==> config.mk <==
export PLATFORM = sky130hd
export DESIGN_NAME = int_prio_encoder
export DESIGN_NICKNAME = d
export VERILOG_FILES = /design/src/rtl/int_prio_pkg.sv /design/src/rtl/prio_enc8.sv /design/src/rtl/int_prio_encoder.sv
export SDC_FILE = /design/constraint.sdc
export NUM_CORES = 1
export LEC_CHECK = 0
export ABC_AREA = 1
export CAP_MARGIN = 20
export CELL_PAD_IN_SITES_DETAIL_PLACEMENT = 0
export CELL_PAD_IN_SITES_GLOBAL_PLACEMENT = 1
export CORE_MARGIN = 1
export CORE_UTILIZATION = 34
export CTS_CLUSTER_DIAMETER = 120
export DETAILED_ROUTE_END_ITERATION = 8
export GPL_TIMING_DRIVEN = 0
export HOLD_SLACK_MARGIN = 0.12
export PLACE_DENSITY = 0.94
export SLEW_MARGIN = 20
export SYNTH_ARGS = -nofsm -noshare
export SYNTH_HDL_FRONTEND = slang
export SYNTH_SLANG_ARGS = --single-unit
==> constraint.sdc <==
create_clock -name clk -period 2.6 [get_ports clk]
set_input_delay 0.52 -clock clk [delete_from_list [all_inputs] [get_ports clk]]
set_output_delay 0.52 -clock clk [all_outputs]
set_load 0.01 [all_outputs]
==> src/rtl/int_prio_pkg.sv <==
// Shared definitions for the interrupt priority encoder: line count, code width,
// controller states and a one-hot helper used to clear a granted line.
package int_prio_pkg;

  localparam int NREQ   = 8;
  localparam int CODE_W = 3;

  typedef enum logic {
    IDLE    = 1'b0,
    PRESENT = 1'b1
  } state_e;

  // One-hot mask selecting the line addressed by a grant code.
  function automatic logic [NREQ-1:0] code_onehot(input logic [CODE_W-1:0] code);
    logic [NREQ-1:0] oh;
    oh = '0;
    oh[code] = 1'b1;
    return oh;
  endfunction

endpackage

==> src/rtl/prio_enc8.sv <==
// Combinational 8:3 priority encoder; the highest set bit wins (bit 7 highest).
module prio_enc8
  import int_prio_pkg::*;
(
  input  logic [7:0]        vec_i,
  output logic [CODE_W-1:0] idx_o,
  output logic              any_o
);

  always_comb begin
    idx_o = '0;
    // Ascending scan so a later (higher) set bit overrides a lower one.
    for (int i = 0; i < 8; i++) begin
      if (vec_i[i]) idx_o = CODE_W'(i);
    end
  end

  assign any_o = |vec_i;

endmodule

==> src/rtl/int_prio_encoder.sv <==
// Edge-latched interrupt priority encoder with a valid/ack code handshake.
// Optional two-flop request synchronizer: define INT_PRIO_SYNC_EN.
module int_prio_encoder #(
  parameter int NREQ = 8
) (
  input  logic                   clk,
  input  logic                   reset,
  input  logic [NREQ-1:0]        req,
  input  logic [NREQ-1:0]        mask,
  input  logic                   ei,
  input  logic                   ack,
  output logic                   valid,
  output logic [2:0]             code,
  output logic                   gs,
  output logic [NREQ-1:0]        pend,
  output int_prio_pkg::state_e   dbg_state
);

  import int_prio_pkg::CODE_W;
  import int_prio_pkg::state_e;
  import int_prio_pkg::IDLE;
  import int_prio_pkg::PRESENT;
  import int_prio_pkg::code_onehot;

  // Handshake: valid rises with a stable code; the consumer pulses ack while
  // valid=1 and the code is retired on that edge. ack while valid=0 is ignored.

  logic [NREQ-1:0] req_s;

`ifdef INT_PRIO_SYNC_EN
  localparam logic [1:0] ARM_EDGES = 2'd3;

  logic [NREQ-1:0] sync1_q;
  logic [NREQ-1:0] sync2_q;

  always_ff @(posedge clk or posedge reset) begin
    if (reset) begin
      sync1_q <= '0;
      sync2_q <= '0;
    end else begin
      sync1_q <= req;
      sync2_q <= sync1_q;
    end
  end

  assign req_s = sync2_q;
`else
  localparam logic [1:0] ARM_EDGES = 2'd1;

  assign req_s = req;
`endif

  logic [NREQ-1:0]   prev_q;
  logic [NREQ-1:0]   pend_q;
  logic [NREQ-1:0]   pend_d;
  logic [NREQ-1:0]   rise;
  logic [NREQ-1:0]   clr;
  logic [1:0]        arm_q;
  logic              armed;
  state_e            state_q;
  logic [CODE_W-1:0] code_q;
  logic              valid_q;
  logic [CODE_W-1:0] sel_idx;
  logic              sel_any;

  // Edge detection stays off until prev_q holds a genuine sample of req_s, so
  // lines already high when reset releases are not mistaken for new edges.
  assign armed = (arm_q == ARM_EDGES);

  always_ff @(posedge clk or posedge reset) begin
    if (reset) begin
      arm_q  <= '0;
      prev_q <= '0;
    end else begin
      if (!armed) arm_q <= arm_q + 2'd1;
      prev_q <= req_s;
    end
  end

  assign rise = armed ? (req_s & ~prev_q) : '0;
  assign clr  = (state_q == PRESENT && ack) ? code_onehot(code_q) : '0;

  // A new edge on the retiring line wins over its clear.
  assign pend_d = (pend_q & ~clr) | rise;

  always_ff @(posedge clk or posedge reset) begin
    if (reset) pend_q <= '0;
    else       pend_q <= pend_d;
  end

  prio_enc8 u_enc (
    .vec_i (pend_q & mask),
    .idx_o (sel_idx),
    .any_o (sel_any)
  );

  always_ff @(posedge clk or posedge reset) begin
    if (reset) begin
      state_q <= IDLE;
      code_q  <= '0;
      valid_q <= 1'b0;
    end else begin
      case (state_q)
        IDLE: begin
          if (ei && sel_any) begin
            code_q  <= sel_idx;
            valid_q <= 1'b1;
            state_q <= PRESENT;
          end
        end
        PRESENT: begin
          if (ack) begin
            valid_q <= 1'b0;
            state_q <= IDLE;
          end
        end
        default: begin
          valid_q <= 1'b0;
          state_q <= IDLE;
        end
      endcase
    end
  end

  assign valid     = valid_q;
  assign code      = code_q;
  assign gs        = sel_any;
  assign pend      = pend_q;
  assign dbg_state = state_q;

endmodule
### Word-level counts from Yosys, hierarchy flattened

Cells that the tools add are included.

* add/sub/neg operators: 1
* order comparisons: 2
* eq/ne operators: 3
* multiplexer cells: 17
* bitwise gates (word level): 7
* reduce and logical (&&, ||, !) cells: 6

Operators by type and width (count)
* AND 8 bit: 3
* 2-to-1 mux 8 bit: 2
* NOT 8 bit: 2
* 2-to-1 mux 3 bit: 4
* OR 8 bit: 1
* OR reduction 8 bit: 1
* 2-to-1 mux 1 bit: 6
* < comparator 3 x 4 -> 1 bit (second input constant): 1
* 2-to-1 mux 2 bit: 2
* != test 2 bit (second input constant): 2
* case mux 1 bit (2 select lines): 2
* AND reduction 2 bit: 2
* demux 1 bit (select 3 bit): 1
* greater-or-equal comparator 3 x 1 -> 1 bit (second input constant): 1
* logical AND 1 bit: 3
* adder 2 x 1 -> 2 bit (second input constant): 1
* equality test 2 x 1 -> 1 bit (second input constant): 1
* NOT 1 bit: 1

* bits in registers: 23
* input bits: 20
* output and inout bits: 14
* logic and storage cells: 42

### Depth between registers and ports, before layout

* depth after elaboration: 8
* gate-level depth with buffers: 7
* mapped depth without buffers: 7

### Cells and area by module

From an unflattened synthesis, not the netlist that was laid out.

* cells, all modules: 123
* area total of the unflattened synthesis: 1019.7 sq um

By module, submodules not included
* int_prio_encoder: instances 1, cells an instance 103, area an instance 942.2 sq um, seq. area each 575.6 sq um
* prio_enc8: instances 1, cells an instance 20, area an instance 77.6 sq um, seq. area each 0.0 sq um

### Worst setup path before layout

Ideal clock, no wire load.

* kind: input-to-output
* from: input port mask[6]
* to: output port gs
* arrival: 0.855 ns
* data required time: 2.080 ns
* setup slack: 1.225 ns
* stages: 4
* buffers on the path: 0
* cell sequence: nand2_1 -> nand2_1 -> nor2_4 -> nand2_4

* longest elaborated chain between the ends: 2

RTL lines
* from (decl): line int_prio_encoder.sv:9 `input logic [NREQ-1:0] mask,`
* AND 8 bit: line int_prio_encoder.sv:92 `.vec_i (pend_q & mask),`
* OR reduction 8 bit: line prio_enc8.sv:18 `assign any_o = |vec_i;`
* to (decl): line int_prio_encoder.sv:14 `output logic gs,`

Every way passes these cells.

### Worst setup path in the final report

Same ends and word-level chain as after synthesis.

==> flow_metrics.tcl <==
set metrics [dict create \
    dp.cells 171 \
    crit_type "input pin to output pin" \
    core_area_sq_um 2734 \
    ys_types 17 \
    area_growth_pct 40.51 \
    dieHeight_um 55.58 \
    htreeDepth 1 \
    rsz0062_at_grt "no" \
    p_leak_uw 0.0006155 \
    rrSetupSlack_ns 1.41 \
    clock_latency_ns 0.30 \
    postCtsHoldBufs 0 \
    cp-end-kind "output pin" \
    drc 0 \
    grt_overflow 0 \
    r2r_start "arm_q[0]" \
    synth-xor-area-share_pct 0.8974 \
    yosysSeqAreaShare_pct 58.97 \
    fin_ws_ns 0.2573 \
    drive_above_1_share_pct 10.42 \
    pre_cts_ws_ns 0.2468 \
    min_period_over_period_pct 90.10 \
    num_vias 815 \
    drt_iter0_drc 8 \
    drv_cap 0 \
    worst_r2r_endpoint "pend[3]" \
    numCtsBuffers 3 \
    antennaDiodeCount 0 \
    stdcell_count 175 \
    io_pins 34 \
    die_w_um 55.58 \
    crit_slowest_cell "clkdlybuf4s50_1" \
    yosysWarningCount 0 \
    clockBufferDepth 2 \
    worst_pin_slew_ns 0.8310 \
    grt.total_usage_pct 14.12 \
    routabilityCongestion 0.7332 \
    start_kind "input pin" \
    syn_area_sq_um 975.9 \
    hold_start "prev_q[7]" \
    synth_top_family_by_area "simple AND/OR/NAND/NOR gates" \
    antenna_found_initial 0 \
    rows 19 \
    synth_compound_area_share_pct 8.205 \
    synth_cells 107 \
    fmax_mhz 426.9 \
    vdd_ir_drop_max_mv 0.3506 \
    antenna_left 0 \
    worstPathArrival_ns 1.82 \
    critical_path_required_ns 2.08 \
    dr.pass1.iters 4 \
    power_density_nw_per_um2 631.0 \
    dieArea_sq_um 3089 \
    hold_path_class "flip-flop to flip-flop" \
    cp_max_fo 3 \
    synth-seq-cells 23 \
    slew_violations 0 \
    portBuffers 33 \
    nFillCells 256 \
    multi_input_area_sq_um 370.4 \
    postCtsSetupRepairBufs 0 \
    fin_skew_ns 0.001484 \
    hold_end "pend[7]" \
    synth-simple-area-share_pct 27.56 \
    seqCellArea_sq_um 575.6 \
    outcome "complete, no violations" \
    cp_slowest_stage_delay_ns 0.53 \
    vias_per_cell 4.657 \
    drt-total-wl_mm 2.019 \
    tns_ns 0 \
    start_util_pct 35.70 \
    clkTransAtPathRegs_ns 0.12 \
    cts_resized 0 \
    cts_root_buf "clkbuf_4" \
    dpl_cell_area_sq_um 1345 \
    syn_avg_cell_area_sq_um 9.121 \
    hold_viol_final 0 \
    grt_pass1_vias 813 \
    maxSlewHeadroom_pct 44.54 \
    fin_nets 166 \
    grt_pass1_wl_mm 3.415 \
    yosys.area_share.adder_pct 1.282 \
    holdPathStages 3 \
    cts_tree "done" \
    worstPathCellList "clkdlybuf4s50_1 -> nand2_1 -> nand2_1 -> nor2_4 -> nand2_4 -> clkdlybuf4s50_1" \
    post_drt_wl_per_cell_um 11.54 \
    cts.sinks 23 \
    stdcell_area_sq_um 1371 \
    grt_max_degree 24 \
    syn_nets 128 \
    fin_crit_ns 2.343 \
    r2r_cells 5 \
    synth_mux_area_share_pct 0 \
    hpwlAfterDp_mm 1.589 \
    setup_viol 0 \
]
==> metrics by stage <==
| step | total power, uW | utilization, % | hold slack, ns |
|---|---|---|---|
| after detailed placement | 711.2 | 49.20 | 0.4748 |
| after global placement | 706.5 | 49.20 | 0.4660 |
| after global routing | 917.6 | 50.16 | 0.5240 |
| after CTS | 870.4 | 50.16 | 0.4993 |
| final | 865.3 | 50.16 | 0.4946 |
| after floorplan | 568.0 | - | 0.4528 |
==> cell type report <==
cell class              count  share of cell area (%)
repair buffers             33                   24.09
clock buffers               4                   1.916
flip-flops and latches     23                   41.97
multi-input cells          76                   27.01
inverters                   8                   2.190
well taps                  31                   2.828
==> how the worst max path moves through the flow <==
stage	slack [ns]	start	endpoint	cells after the start
6_report	0.26	mask[6]	gs	6
5_1_grt	0.20	mask[3]	gs	6
4_1_cts	0.25	mask[6]	gs	6
3_5_place_dp	0.25	mask[6]	gs	6
3_3_place_gp	0.25	mask[6]	gs	6
2_1_floorplan	1.23	mask[6]	gs	4
==> per-layer routing <==
metal / vias to the layer above / global-route usage, % / share of wire, %
met2: 16 / 26.33 / 54
met4: 0 / 5.357 / 0.40
met1: 384 / 16.46 / 42
met5: - / 0 / 0
met3: 2 / 1.628 / 3.7
li1: 413 / - / -
==> placed cells by master, fill, tap and decap left out, drive strengths merged <==
master and count:
a21oi 2, xnor2 1, nor2 12, nand3 2, ha 1, dfrtp 23, a31oi 1, clkbuf 4
or2 1, o21ai 12, inv 8, nand2 44, clkdlybuf4s50 33
==> flip-flops by register name (all words and copies together), names as in the netlist <==
register,flops
arm_q,2
valid,1
dbg_state,1
pend,8
code,3
prev_q,8
==> Yosys cell counts <==
| cell type | instances | area [sq um] |
|---|---|---|
| nor2_1 | 9 | 33.78 |
| o21ai_1 | 6 | 30.03 |
| nand2_2 | 6 | 37.54 |
| inv_1 | 8 | 30.03 |
| nor2_2 | 2 | 12.51 |
| ha_1 | 1 | 12.51 |
| a31oi_1 | 1 | 6.260 |
| a21oi_1 | 1 | 5.000 |
| nand2_1 | 36 | 135.1 |
| nand2_4 | 2 | 22.52 |
| nand3_1 | 2 | 10.01 |
| a21oi_2 | 1 | 8.760 |
| xnor2_1 | 1 | 8.760 |
| or2_1 | 1 | 6.260 |
| dfrtp_1 | 23 | 575.6 |
| o21ai_0 | 6 | 30.03 |
| nor2_4 | 1 | 11.26 |
==> cells by family after synthesis <==
logic type / count (synthesis)
AOI/OAI and AO/OA: 15
xor gates and xnor gates: 1
adders and majority gates: 1
buffers and inverters: 8
DFF: 23
and+or+nand+nor: 59
==> worst max-delay path, delay by kind of cell <==
kind | cells | cell delay [ns]
buf+inv | 2 | 0.99
simple gates | 4 | 0.31
==> where the power goes <==
part,switching [uW],internal (uW),leakage (uW)
clock network,103,59.8,0.0000150
registers,44.9,404,0.000247
logic,119,135,0.000353
No activity file was read; power rests on OpenSTA's default activity.
